==> config.mk <==
export PLATFORM = sky130hd
export DESIGN_NAME = multi_sum_serializer_flat
export DESIGN_NICKNAME = d
export VERILOG_FILES = /design/src/rtl/multi_sum_serializer_if.sv /design/src/rtl/multi_sum_serializer.sv /design/src/flat_wrapper.sv
export SDC_FILE = /design/constraint.sdc
export NUM_CORES = 1
export LEC_CHECK = 0
export ABC_AREA = 1
export ABC_CLOCK_PERIOD_IN_PS = 1800
export CORE_MARGIN = 5
export CORE_UTILIZATION = 45
export CTS_CLUSTER_SIZE = 16
export DETAILED_ROUTE_END_ITERATION = 6
export PLACE_DENSITY_LB_ADDON = 0.1
export SYNTH_ARGS = -nofsm -noshare
export SYNTH_HDL_FRONTEND = slang
export SYNTH_SLANG_ARGS = --single-unit
==> constraint.sdc <==
create_clock -name clk -period 1.8 [get_ports clk]
set_input_delay 0.36 -clock clk [delete_from_list [all_inputs] [get_ports clk]]
set_output_delay 0.36 -clock clk [all_outputs]
set_load 0.02 [all_outputs]
==> src/rtl/multi_sum_serializer_if.sv <==
// Load/stream bundle between the lane-sum snapshot port and the serialized output stream.
// "master" is the serializer side, "slave" the producer/consumer environment.
interface multi_sum_serializer_if #(
  parameter int unsigned N   = 12,
  parameter int unsigned CNT = 8
);
  localparam int unsigned LW = (CNT > 1) ? $clog2(CNT) : 1;

  logic [CNT*(N+1)-1:0] sum_flat;
  logic                 load_valid;
  logic                 load_ready;
  logic                 out_valid;
  logic                 out_ready;
  logic [N:0]           out_data;
  logic [LW-1:0]        out_lane;
  logic                 out_last;

  modport master (
    input  sum_flat, load_valid, out_ready,
    output load_ready, out_valid, out_data, out_lane, out_last
  );

  modport slave (
    output sum_flat, load_valid, out_ready,
    input  load_ready, out_valid, out_data, out_lane, out_last
  );
endinterface

==> src/rtl/multi_sum_serializer.sv <==
// Snapshots CNT lane sums on a load handshake and replays them one lane per beat,
// tagged with the lane index; a load on the final beat chains frames with no bubble.
module multi_sum_serializer #(
  parameter int unsigned N   = 12,
  parameter int unsigned CNT = 8
) (
  input  logic                  clk,
  input  logic                  rst,
  multi_sum_serializer_if.master bus,
  output logic                  busy,
  output logic [15:0]           frame_cnt
);
  localparam int unsigned W  = N + 1;
  localparam int unsigned LW = (CNT > 1) ? $clog2(CNT) : 1;
  localparam logic [LW-1:0] LastLane = LW'(CNT - 1);

  typedef enum logic {StIdle, StSend} state_e;

  state_e           state_q;
  logic [CNT*W-1:0] snap_q;
  logic [LW-1:0]    lane_q;
  logic [W-1:0]     data_q;
  logic             last_q;
  logic [15:0]      frame_cnt_q;

  logic             send;
  logic             beat;
  logic             load;
  logic [LW-1:0]    lane_nxt;

  assign send     = (state_q == StSend);
  assign beat     = send & bus.out_ready;
  // Ready also on the last accepted beat so the next frame follows without a gap.
  assign bus.load_ready = ~send | (last_q & bus.out_ready);
  assign load     = bus.load_valid & bus.load_ready;
  assign lane_nxt = lane_q + LW'(1);

  always_ff @(posedge clk) begin
    if (rst) begin
      state_q     <= StIdle;
      snap_q      <= '0;
      lane_q      <= '0;
      data_q      <= '0;
      last_q      <= 1'b0;
      frame_cnt_q <= '0;
    end else begin
      if (beat && last_q) begin
        frame_cnt_q <= frame_cnt_q + 16'd1;
      end
      if (load) begin
        state_q <= StSend;
        snap_q  <= bus.sum_flat;
        lane_q  <= '0;
        data_q  <= bus.sum_flat[W-1:0];
        last_q  <= (CNT == 1);
      end else if (beat) begin
        if (last_q) begin
          state_q <= StIdle;
          last_q  <= 1'b0;
        end else begin
          lane_q <= lane_nxt;
          data_q <= snap_q[int'(lane_nxt) * W +: W];
          last_q <= (lane_nxt == LastLane);
        end
      end
    end
  end

  assign bus.out_valid = send;
  assign bus.out_data  = data_q;
  assign bus.out_lane  = lane_q;
  assign bus.out_last  = last_q;
  assign busy          = send;
  assign frame_cnt     = frame_cnt_q;
endmodule

==> src/flat_wrapper.sv <==
// flat-port wrapper written by rule: the top's interface ports become plain ports
module multi_sum_serializer_flat 
#(
  parameter int unsigned N   = 12,
  parameter int unsigned CNT = 8
)
  (clk, rst, busy, frame_cnt, bus_sum_flat, bus_load_valid, bus_out_ready, bus_load_ready, bus_out_valid, bus_out_data, bus_out_lane, bus_out_last);
  multi_sum_serializer_if #(.N(N), .CNT(CNT)) bus_i ();
  input  logic clk;
  input  logic rst;
  output logic busy;
  output logic [15:0] frame_cnt;
  input wire logic [$bits(bus_i.sum_flat)-1:0] bus_sum_flat;
  input wire logic [$bits(bus_i.load_valid)-1:0] bus_load_valid;
  input wire logic [$bits(bus_i.out_ready)-1:0] bus_out_ready;
  output wire logic [$bits(bus_i.load_ready)-1:0] bus_load_ready;
  output wire logic [$bits(bus_i.out_valid)-1:0] bus_out_valid;
  output wire logic [$bits(bus_i.out_data)-1:0] bus_out_data;
  output wire logic [$bits(bus_i.out_lane)-1:0] bus_out_lane;
  output wire logic [$bits(bus_i.out_last)-1:0] bus_out_last;
  assign bus_i.sum_flat = bus_sum_flat;
  assign bus_i.load_valid = bus_load_valid;
  assign bus_i.out_ready = bus_out_ready;
  assign bus_load_ready = bus_i.load_ready;
  assign bus_out_valid = bus_i.out_valid;
  assign bus_out_data = bus_i.out_data;
  assign bus_out_lane = bus_i.out_lane;
  assign bus_out_last = bus_i.out_last;
  multi_sum_serializer #(.N(N), .CNT(CNT)) u_core (.clk(clk), .rst(rst), .bus(bus_i), .busy(busy), .frame_cnt(frame_cnt));
endmodule
==> metrics.md <==
| Metric | Value |
|---|---|
| HP Class | `flip-flop to flip-flop` |
| Vias/cell | `5.121` |
| Starting DRT DRC Count | `470` |
| Crit path launch type | `flip-flop` |
| Drt pass-1 iters | `5` |
| RSZ-0062 raised after global routing | `no` |
| Vias in the first global route | `roughly 5,700` |
| Clock Latency Late Sink | `0.42 ns` |
| Worst vdd ir | `0.6670 mV` |
| Endpoint type of the worst setup path | `primary output` |
| GRT overflow | `0` |
| Relative max-transition margin | `~69%` |
| Register area | `0.002766 mm^2` |
| Final hold violation count | `0` |
| Core area | `0.01324 mm^2` |
| WS Path Type | `flip-flop to primary output` |
| Synthesis-stage register bit count | `138` |
| Initial antenna violation count | `0` |
| Leakage | `3.531 nW` |
| CTS Buf Count | `17` |
| Bufs on Longest Clock Path | `2` |
| CP bufs+invs | `1` |
| Mapped Nets | `954` |
| Worst clock skew | `0.005808 ns` |
| Routed len/inst | `14.47 um` |
| Worst hold endpoint | `u_core.snap_q[34]` |
| Post-route setup slack | `0.03782 ns` |
| Fill cell count | `1,227` |
| Global-route wire length before repair | `between 20 and 30 mm` |
| IO Port Bufs | `143` |
| CP cell instances | `clkdlybuf4s50_1` |
| Mean Syn Cell Area | `7.218 um^2` |
| Synth Instances | `843` |
| Critical path's top delay family | `buffers and inverters` |
| Rows | `42` |
| Final HPWL DP | `between 10 and 15 mm` |
| Maxcap violations | `0` |
| Distinct cells, synth | `29` |
| Top Ports | `144` |
| Largest net degree at the start of global routing | `106` |
| Clock sinks | `approximately 140` |
| HP Start | `u_core.snap_q[34]` |
| DRC violations left | `0` |
| WHS | `0.4503 ns` |
| Synth Warn # | `0` |
| Post-place setup slack | `-0.1382 ns` |
| Footprint of the multi-input gates | `0.002669 mm^2` |
| Arrival @ worst endpoint | `roughly 1.4 ns` |
| Final max-slew violation count | `0` |
| Final Util | `63.33%` |
| Most common cell after layout, fill and taps aside | `dfxtp_1` |
| Synth Cell Area | `0.006085 mm^2` |
| Sequential share of the synthesized area | `45.40%` |
| Routed Antenna Nets | `0` |
| H-tree levels | `4` |
| Total GRT Usage | `21.29%` |
| Die Y | `126.3 um` |
| Pwr/cell area | `943.8 mW/mm^2` |
| Final wirelength | `roughly 17 mm` |
| Initial Util | `~46%` |
| WP data required | `roughly 1.4 ns` |
| Count of final setup violators | `0` |
| Share of layout cells above drive strength 1 | `8.004%` |
| Die area | `about 0.016 mm^2` |
| Die Wd | `between 100 and 150 um` |
| Period minus WS final | `1.762 ns` |
| Slew @ Worst Pin | `0.4613 ns` |
| CTS tree | `yes` |
| Hold_buf cts | `0` |
| FF-to-FF path depth | `8` |
| Area grow syn2layout | `37.84%` |
| Status | `complete, no violations` |
| Most used cells in the layout excluding fill and tap cells | `dfxtp_1 (137), nor2_1 (121), o21ai_0 (117), clkdlybuf4s50_1 (117), nand2_1 (95)` |
| Worst r2r src | `u_core.bus.out_lane[0]` |
| R2r setup slk | `0.12 ns` |
| Setup Buffers After CTS | `0` |
| Reg clk slew, reported paths | `approximately 0.050 ns` |
| Peak Freq | `0.5675 GHz` |
| Crit path largest cell delay | `~0.63 ns` |
| WHS Path Cells | `2` |
| Slowest cell on crit path | `clkdlybuf4s50_1` |
| Crit Path Max Fanout | `2` |
| ANT cells | `0` |
| Via count | `5,956` |
| CTS root buffer | `clkbuf_16` |
| Nets@finish | `1,085` |
| Final Wtd Congestion | `0.8399` |
| R2r endpoint | `u_core.bus.out_data[12]` |
| Final worst-path cycle share | `97.90%` |
worst max-delay path by stage:
stage,from,end,depth (start not counted)
finish,u_core.bus.out_data[9],bus_out_data[9],1
global route,u_core.bus.out_data[9],bus_out_data[9],1
global placement,bus_out_ready,bus_load_ready,4
detailed placement,bus_out_ready,bus_load_ready,4
CTS,u_core.frame_cnt[5],frame_cnt[5],1
floorplan,u_core.bus.out_lane[0],u_core.bus.out_data[5],11
tightest hold or removal path, stage by stage (launching register included):
cell and delay, ns:
dfxtp_1 0.29, inv_1 0.06, a21oi_1 0.05
per-layer routing:
layer  global-route usage [%]  vias up  part of all wire (%)
li1                         -     3034                     -
met1                    28.69     2716                    45
met2                    33.58      178                    46
met3                    4.403       28                   5.9
met4                    8.265        0                   2.6
met5                        0        -                     0
flip-flops by register name (all words and copies together), names as in the netlist:
name / cells
u_core.bus.out_lane: 3
u_core.bus.out_last: 1
u_core.bus.out_valid: 1
u_core.bus.out_data: 13
u_core.frame_cnt: 16
u_core.snap_q: 104
per-stage QoR:
stage / TNS [ns] / std cells / area [um^2] / power [mW]
3_3_place_gp: -3.220 / 1131 / 7785 / 4.573
4_1_cts: 0 / 1163 / 8346 / 7.973
6_report: 0 / 1163 / 8387 / 7.915
2_1_floorplan: 0 / 843 / 6098 / 4.081
5_1_grt: 0 / 1163 / 8387 / 8.280
3_5_place_dp: -4.538 / 1131 / 7785 / 4.605
what timing repair did:
item,CTS,global route
pin swaps,0,0
gates cloned,0,0
resized for setup,15,13
setup endpoints to repair,15,23
cell families after synthesis:
| logic type | after synthesis | synth area share (%) |
|---|---|---|
| buffers and inverters | 153 | 11.02 |
| adders and majority gates | 3 | 0.6170 |
| and+or+nand+nor | 274 | 18.67 |
| DFF | 138 | 45.40 |
| xor gates and xnor gates | 1 | 0.2674 |
| AOI/OAI and AO/OA | 274 | 24.02 |
cells in the mapped netlist:
| library cell | count | area share (%) |
|---|---|---|
| nor3b_1 | 1 | 0.12 |
| nand2_2 | 3 | 0.31 |
| inv_1 | 87 | 5.4 |
| nand3_1 | 43 | 3.5 |
| a21oi_1 | 91 | 7.5 |
| o22ai_1 | 13 | 1.3 |
| o21ai_0 | 117 | 9.6 |
| o211ai_1 | 26 | 3.2 |
| a31oi_1 | 1 | 0.10 |
| dfxtp_1 | 138 | 45 |
| nand4_1 | 1 | 0.10 |
| inv_2 | 5 | 0.31 |
| buf_4 | 5 | 0.62 |
| nor2_2 | 3 | 0.31 |
| o21ai_1 | 23 | 1.9 |
| nand2_4 | 1 | 0.19 |
| ha_1 | 3 | 0.62 |
| and3_1 | 1 | 0.10 |
| o21bai_1 | 2 | 0.25 |
| nand2_1 | 95 | 5.9 |
| clkbuf_1 | 34 | 2.1 |
| buf_6 | 8 | 1.5 |
| buf_2 | 14 | 1.2 |
| nand3_2 | 2 | 0.33 |
| nor2_1 | 121 | 7.5 |
| xnor2_2 | 1 | 0.27 |
| nor2_4 | 1 | 0.19 |
| a211oi_1 | 1 | 0.12 |
| nor3_1 | 2 | 0.16 |
final cells by class:
class / count / share of cell area (%)
Clock inverter: 12 / 1.462
Clock buffer: 20 / 5.445
Tap cell: 176 / 2.626
Multi-Input combinational cell: 552 / 31.82
Timing Repair Buffer: 173 / 21.54
Sequential cell: 138 / 32.99
Inverter: 92 / 4.118
power breakdown:
group / leakage [nW] / internal (mW) / total, mW / switching, mW
registers: 1.14 / 3.28 / 3.38 / 0.0945
logic: 2.11 / 0.566 / 1.16 / 0.592
clock network: 0.282 / 2.10 / 3.38 / 1.28
(Power assumes the default switching activity.)
